**src/rtl/clarvi_load_align.sv**
```systemverilog
`default_nettype none
// ============================================================================
//  Module   : clarvi_load_align
//  Purpose  : Load-result buffer for the data-memory read path. Records
//             width / sign / byte offset / destination of each issued load,
//             accepts in-order read responses, aligns and extends the data,
//             and presents results to writeback with valid/ready handshake.
//  Ports    : clock, reset                    - clock, async active-high reset
//             issue_read, issue_width,
//             issue_unsigned, issue_offset,
//             issue_rd                        - load issue from the pipeline
//             mem_read_valid, mem_read_data   - in-order memory responses
//             wb_valid, wb_ready, wb_rd,
//             wb_data                         - writeback handshake / result
//             stall_for_memory_pending        - buffer full, do not issue
//             protocol_error                  - sticky protocol-violation flag
//  Revision : 1.0 - initial release
// ============================================================================

package clarvi_load_align_pkg;
    typedef enum logic [1:0] {
        MEM_B = 2'd0,
        MEM_H = 2'd1,
        MEM_W = 2'd2,
        MEM_D = 2'd3
    } mem_width_t;
endpackage

module clarvi_load_align
    import clarvi_load_align_pkg::*;
#(
    parameter int DEPTH = 2
) (
    input  logic        clock,
    input  logic        reset,
    input  logic        issue_read,
    input  mem_width_t  issue_width,
    input  logic        issue_unsigned,
    input  logic [2:0]  issue_offset,
    input  logic [4:0]  issue_rd,
    input  logic        mem_read_valid,
    input  logic [63:0] mem_read_data,
    output logic        wb_valid,
    input  logic        wb_ready,
    output logic [4:0]  wb_rd,
    output logic [63:0] wb_data,
    output logic        stall_for_memory_pending,
    output logic        protocol_error
);

    localparam int PTR_W = (DEPTH > 1) ? $clog2(DEPTH) : 1;
    localparam int OCC_W = $clog2(DEPTH + 1);
    localparam logic [OCC_W-1:0] C_FULL = OCC_W'(DEPTH);

    // Entry control bits (reset) and payload (no reset needed)
    logic [DEPTH-1:0]  r_valid;
    logic [DEPTH-1:0]  r_filled;
    mem_width_t        r_width    [DEPTH];
    logic [DEPTH-1:0]  r_unsigned;
    logic [2:0]        r_offset   [DEPTH];
    logic [4:0]        r_rd       [DEPTH];
    logic [63:0]       r_data     [DEPTH];

    logic [PTR_W-1:0]  r_head;
    logic [PTR_W-1:0]  r_fill;
    logic [PTR_W-1:0]  r_tail;
    logic [OCC_W-1:0]  r_occ;
    logic              r_protocol_error;

    logic              w_full;
    logic              w_push;
    logic              w_fill;
    logic              w_pop;
    logic [63:0]       w_shifted;
    logic [63:0]       w_aligned;

    assign w_full = (r_occ == C_FULL);
    // A full buffer drops the issue even if the head pops this cycle.
    assign w_push = issue_read && !w_full;
    // The fill pointer always sits on the oldest unfilled entry (or on the
    // tail when none exists), so one lookup decides whether a response fits.
    assign w_fill = mem_read_valid && r_valid[r_fill] && !r_filled[r_fill];
    assign w_pop  = wb_valid && wb_ready;

    // Align the returned word for the entry being filled.
    always_comb begin
        w_shifted = mem_read_data >> {r_offset[r_fill], 3'b000};
        w_aligned = w_shifted;
        case (r_width[r_fill])
            MEM_B:   w_aligned = r_unsigned[r_fill] ? {56'd0, w_shifted[7:0]}
                                                    : {{56{w_shifted[7]}}, w_shifted[7:0]};
            MEM_H:   w_aligned = r_unsigned[r_fill] ? {48'd0, w_shifted[15:0]}
                                                    : {{48{w_shifted[15]}}, w_shifted[15:0]};
            MEM_W:   w_aligned = r_unsigned[r_fill] ? {32'd0, w_shifted[31:0]}
                                                    : {{32{w_shifted[31]}}, w_shifted[31:0]};
            default: w_aligned = w_shifted;  // D: full word, sign bit irrelevant
        endcase
    end

    // Control state: pointers, occupancy, valid/filled flags, error flag.
    // Push, fill and pop never touch the same entry in one cycle: push uses
    // an invalid slot, fill an unfilled valid one, pop a filled one.
    always_ff @(posedge clock or posedge reset) begin
        if (reset) begin
            r_valid          <= '0;
            r_filled         <= '0;
            r_head           <= '0;
            r_fill           <= '0;
            r_tail           <= '0;
            r_occ            <= '0;
            r_protocol_error <= 1'b0;
        end else begin
            if (w_push) begin
                r_valid[r_tail]  <= 1'b1;
                r_filled[r_tail] <= 1'b0;
                r_tail           <= r_tail + PTR_W'(1);
            end
            if (w_fill) begin
                r_filled[r_fill] <= 1'b1;
                r_fill           <= r_fill + PTR_W'(1);
            end
            if (w_pop) begin
                r_valid[r_head]  <= 1'b0;
                r_filled[r_head] <= 1'b0;
                r_head           <= r_head + PTR_W'(1);
            end
            if ((issue_read && w_full) || (mem_read_valid && !w_fill)) begin
                r_protocol_error <= 1'b1;
            end
            case ({w_push, w_pop})
                2'b10:   r_occ <= r_occ + OCC_W'(1);
                2'b01:   r_occ <= r_occ - OCC_W'(1);
                default: r_occ <= r_occ;
            endcase
        end
    end

    // Payload storage
    always_ff @(posedge clock) begin
        if (w_push) begin
            r_width[r_tail]    <= issue_width;
            r_unsigned[r_tail] <= issue_unsigned;
            r_offset[r_tail]   <= issue_offset;
            r_rd[r_tail]       <= issue_rd;
        end
        if (w_fill) begin
            r_data[r_fill] <= w_aligned;
        end
    end

    assign wb_valid                 = r_valid[r_head] && r_filled[r_head];
    assign wb_rd                    = r_rd[r_head];
    assign wb_data                  = r_data[r_head];
    assign stall_for_memory_pending = w_full;
    assign protocol_error           = r_protocol_error;

endmodule
`default_nettype wire

```
**config.mk**
```make
export PLATFORM = sky130hd
export DESIGN_NAME = clarvi_load_align
export DESIGN_NICKNAME = d
export VERILOG_FILES = /design/src/rtl/clarvi_load_align.sv
export SDC_FILE = /design/constraint.sdc
export NUM_CORES = 1
export LEC_CHECK = 0
export CAP_MARGIN = 20
export CORE_ASPECT_RATIO = 1.1
export CORE_MARGIN = 8
export CORE_UTILIZATION = 45
export CTS_CLUSTER_DIAMETER = 80
export DETAILED_ROUTE_END_ITERATION = 8
export HOLD_SLACK_MARGIN = 0.1
export PLACE_DENSITY_LB_ADDON = 0.3
export SETUP_SLACK_MARGIN = 0.3
export SLEW_MARGIN = 20
export SYNTH_ARGS = -nofsm -noshare
export SYNTH_HDL_FRONTEND = slang
export SYNTH_SLANG_ARGS = --single-unit
```
**constraint.sdc**
```tcl
create_clock -name clock -period 7.6 [get_ports clock]
set_clock_uncertainty 0.05 [all_clocks]
set_input_delay 1.52 -clock clock [delete_from_list [all_inputs] [get_ports clock]]
set_output_delay 1.52 -clock clock [all_outputs]
set_load 0.05 [all_outputs]
```
* Word level (Yosys, flattened, before mapping) *
Memory sizes are Yosys's and may differ from the RTL's.
Cells that the tools add are included.

storage, ports and cells
  input port bits = 80
  output and inout port bits = 72
  memory bits (writable) = 148
  memory bits (read-only) = 0
  register bits after elaboration = 12
  latch bits = 0
  memories = 4

memory list
  memory    words  bits a word  read ports  clocked after Yosys merged registers in  write ports  line  text
  r_data    2      64           1           0                                        1            62    logic [63:0] r_data [DEPTH];
  r_rd      2      5            1           0                                        1            61    logic [4:0] r_rd [DEPTH];
  r_offset  2      3            1           0                                        1            60    logic [2:0] r_offset [DEPTH];
  r_width   2      2            1           0                                        1            58    mem_width_t r_width [DEPTH];

cells by class
  reductions and logical operators = 16
  shift-type cells = 1
  bitwise gates (word level) = 7
  eq/ne operators = 5
  add/subtract/negate cells = 5
  order comparisons = 6
  multiplexer cells = 31
  div/mod/pow operators = 0
  multipliers = 0

operator list
  cell                                                      number
  two-way mux 64 bit                                        3
  one-hot mux 64 bit (3 select lines)                       1
  >> shifter 64 x 6 -> 64 bit                               1
  two-way mux 1 bit                                         17
  logical AND 1 bit                                         10
  two-way mux 2 bit                                         5
  AND 2 bit                                                 3
  == test 2 bit, second input constant                      3
  < comparator 1 x 2 -> 1 bit, second input constant        3
  == test 2 x 1 -> 1 bit, second input constant             2
  NOT 2 bit                                                 2
  OR 2 bit                                                  2
  one-hot mux 2 bit (2 select lines)                        1
  adder 1 bit, second input constant                        3
  demux 1 bit (select 1 bit)                                3
  greater-or-equal comparator 1 bit, second input constant  3
  zero test 1 bit                                           3
  adder 2 x 1 -> 2 bit, second input constant               1
  bitwise mux 2 bit                                         1
  zero test 2 bit                                           1
  nonzero test 2 bit                                        1
  subtractor 2 x 1 -> 2 bit, second input constant          1
  logical OR 1 bit                                          1

* Depth between registers and ports, before layout *
  depth in word-level cells = 11
  mapped depth = 9
  gate-level depth less buffers = 7

* Least setup slack after synthesis *
Ideal clock, no wire load.

  path type = in2reg
  start point = input mem_read_valid
  end point = register r_filled[0]
  path buffers = 0
  library setup time = 0.088 ns
  path slack = 0.982 ns
  data required time = 7.462 ns
  stages on the path = 4
  arrival time = 6.480 ns
  path through = inv_1 > nor3_1 > inv_1 > a21oi_1

between the ends
  longest elaborated chain between the ends = 5

RTL lines
  item                               line  text
  start: declaration                 41    input logic mem_read_valid,
  logical AND 1 bit * (2 in series)  82    assign w_fill = mem_read_valid && r_valid[r_fill] && !r_filled[r_fill];
  two-way mux 2 bit *                118   if (w_fill) begin
  AND 2 bit (no source line)         -
  two-way mux 2 bit *                122   if (w_pop) begin
  end signal: indexed assignment     115   r_filled[r_tail] <= 1'b0;
  end signal: indexed assignment     119   r_filled[r_fill] <= 1'b1;
  end signal: indexed assignment     124   r_filled[r_head] <= 1'b0;
  end: declaration                   57    logic [DEPTH-1:0] r_filled;

Every way passes the cells marked *; elsewhere a longest branch is shown, timed or not.
A chain may end at the register's enable or synchronous reset.

* Worst setup path in the final report *
  start point = register r_head
  end point = output wb_data[18]

between the ends
  longest elaborated chain between the ends = 1

RTL lines
  item                      line  text
  start: declaration        64    logic [PTR_W-1:0] r_head;
  start signal: assignment  125   r_head <= r_head + PTR_W'(1);
  memory read (2 x 64 bit)  -
  end: declaration          46    output logic [63:0] wb_data,

Every way passes these cells.

==> results.ini <==
[floorplan]
fp-row-count=51
chipWidth_um=145
die-area_um2=22800
initial_core_util_pct=46.0
io_pins=152
die_y_um=158
core_region_area_um2=17800

[final_layout]
layout-drive-gt1-share_pct=20.5
fillCellCount=1380
diodes=0
post-route-cell-area_um2=10600
syn_to_final_growth_pct=28.8
final_cells=1014
layout_commonest_cell=clkdlybuf4s50_1
fin_nets=844
final_cell_mix=clkdlybuf4s50_1, edfxtp_1, nand2_1

[place]
dp_hpwl_um=16200
dpl_worst_slack_ns=3.28
place.gp.congestion=0.887
place_area_um2=9910
place_inst=981
io_buffers=151

[clock_network]
h-tree-depth=4
ctsResizeCount=0
clock_path_buffers=2
root_buffer=clkbuf_16
cts_tree=built
postCtsHoldBufs=0
cts_setup_buffers=0
clk_pin_slew_ns=0.06
worstSkewPairLatency_ns=0.42
cts_made_buffers=17
cts_sinks=160

[route]
avgRoutedWirePerCell_um=22.7
vias=5868
antenna_left=0
drc=0
routed_wl_um=23100
drt-initial-drc-count=579
drtPass1Iterations=5
via_per_inst=5.79

[power_and_ir_drop]
p_leak_nw=3.84
p_per_area_nw_per_um2=479
power_mw=5.06
intPower_mw=2.86
ir_worst_vdd_v=0.000279
seqPwrFrac_pct=30.4
switchingPower_mw=2.19
p_comb_share_pct=52.6
p_clk_share_pct=17.0
p_sw_share_pct=43.4

[global_routing]
grt_pass1_vias=6166
antenna_found_initial=2
grt_pass1_wl_um=35100
grt_max_degree=66
gr-total-overflow=0
grt.total_usage_pct=20.6

[yosys]
synth.distinct_cells=38
synth_fa_ha_area_share_pct=0.153
synth_simple_gate_area_share_pct=7.97
syn_area_per_cell_um2=13.0
syn-cell-area_um2=8200
synth-seq-area-share_pct=58.0
synth_top_family_by_area=multiplexers
ys_seq_elements=160
yosysTopAreaCell=edfxtp_1
ys.flop_type=edfxtp_1
yosys_warnings=0
syn_nets=709
synth.area.top_cells=edfxtp_1, mux2_2, mux2i_1
async_reset_ff_share_pct=6.25
synth_xor_area_share_pct=0.427
synthMuxAreaShare_pct=19.4
syn-instance-count=628
yosysTopAreaCellShare_pct=55.0
synth_edf_count=150
synth_compound_area_share_pct=11.0

[worst_setup_path]
crit_chain=buf_4 -> mux2_2 -> clkdlybuf4s50_1
endpoint_kind=primary output
cp.arrival_ns=3.16
startpoint_type=register
required_ns=6.03
path_max_fanout=46
critPathKind=register to primary output
crit_buf_inv=2
critPathTopFamily=buffers and inverters
cp_slowest_stage_delay_ns=1.04
cpMaxStageDelayCell=dfrtp_2

[sta]
final-setup-viol-count=0
worst_pin_slew_ns=1.10
post-route-min-period_ns=4.73
rsz0062_at_grt=no
max_freq_mhz=211
fin_setup_tns_ns=0
finalHoldViolations=0
worst_slack_ns=2.87
period_share_pct=62.2
maxSlewViolCount=0
worst_slew_margin_rel_pct=26.1

[run]
cap_violations=0

[worst_hold_path]
hold_path.class=register to register

[outcome]
status=finished, final reports clean

-- cell type report --
class / instances / area (um2) / share of cell area (%)
Timing Repair Buffer: 162 / 1610 / 15.3
Inverter: 5 / 18.8 / 0.178
Clock buffer: 24 / 557 / 5.28
Tap cell: 238 / 298 / 2.82
Clock inverter: 8 / 58.8 / 0.557
Sequential cell: 160 / 4760 / 45.1
Multi-Input combinational cell: 417 / 3250 / 30.8
-- worst paths after layout --
path / depth (start not counted) / to / slack, ns / startpoint
worst max register to register: 6 / r_data[1][19] / 3.56 / r_fill
worst min-delay path: 1 / r_occ[1] / 0.43 / r_occ[1]
worst max-delay path: 3 / wb_data[18] / 2.87 / r_head
max in group asynchronous: 2 / r_head / 5.88 / reset
min in group asynchronous: 2 / protocol_error / 1.32 / reset
worst min register to register: 1 / r_occ[1] / 0.43 / r_occ[1]
-- layer usage --
layer | share of wire (%) | global-route usage, % | wire (um) | vias to the layer above
met5 | 0.12 | 0 | 28 | -
met4 | 2.3 | 7.29 | 528 | 4
met3 | 8.4 | 6.03 | 1940 | 39
met2 | 49 | 34.3 | 11200 | 287
met1 | 40 | 24.9 | 9340 | 2881
li1 | - | - | - | 2657
-- sequential cells by signal (all words and copies together) (netlist names) --
name            cells
protocol_error      1
r_data            128
r_fill              1
r_filled            2
r_head              1
r_occ               2
r_offset            6
r_rd               10
r_tail              1
r_unsigned          2
r_valid             2
r_width             4
-- logic make-up (layout without fill, tap and decap cells) --
logic type	after synthesis	in the layout
fa+ha+maj	1	1
buf+inv	51	199
simple gates	154	154
compound gates	120	120
xor+xnor	4	4
mux	138	138
flops	160	160
-- synthesized netlist by cell type (all sizes together), types with 2 or more instances --
master / count
nand2: 99
o21ai: 27
or2: 7
and3: 8
xnor2: 3
a211oi: 2
nor2: 19
and2: 2
o211ai: 33
mux2: 73
edfxtp: 150
mux4: 9
clkbuf: 29
a31oi: 7
a21o: 7
nand2b: 3
nor3: 3
o2bb2ai: 14
dfrtp: 10
nand3: 11
a21oi: 21
mux2i: 56
inv: 5
a311oi: 6
buf: 17
-- power by group through the flow --
stage          clock (mW)  sequential (mW)  combinational, mW
5_1_grt             0.907             1.56               2.81
3_3_place_gp            0             1.54               2.60
6_report            0.861             1.54               2.66
2_1_floorplan           0             1.47               1.93
3_5_place_dp            0             1.55               2.64
4_1_cts             0.872             1.54               2.66
-- worst reg2reg max path, delay by kind of cell, from the launching register on --
family | cells | cell delay [ns]
flops | 1 | 0.91
buf+inv | 1 | 0.47
mux | 3 | 1.79
compound gates | 2 | 0.49
-- stage by stage --
stage          hold slack (ns)  utilization (%)
2_1_floorplan            0.393                -
3_3_place_gp             0.408             55.7
3_5_place_dp             0.422             55.7
4_1_cts                  0.435             59.1
5_1_grt                  0.444             59.3
6_report                 0.428             59.3
(Power assumes the default switching activity.)
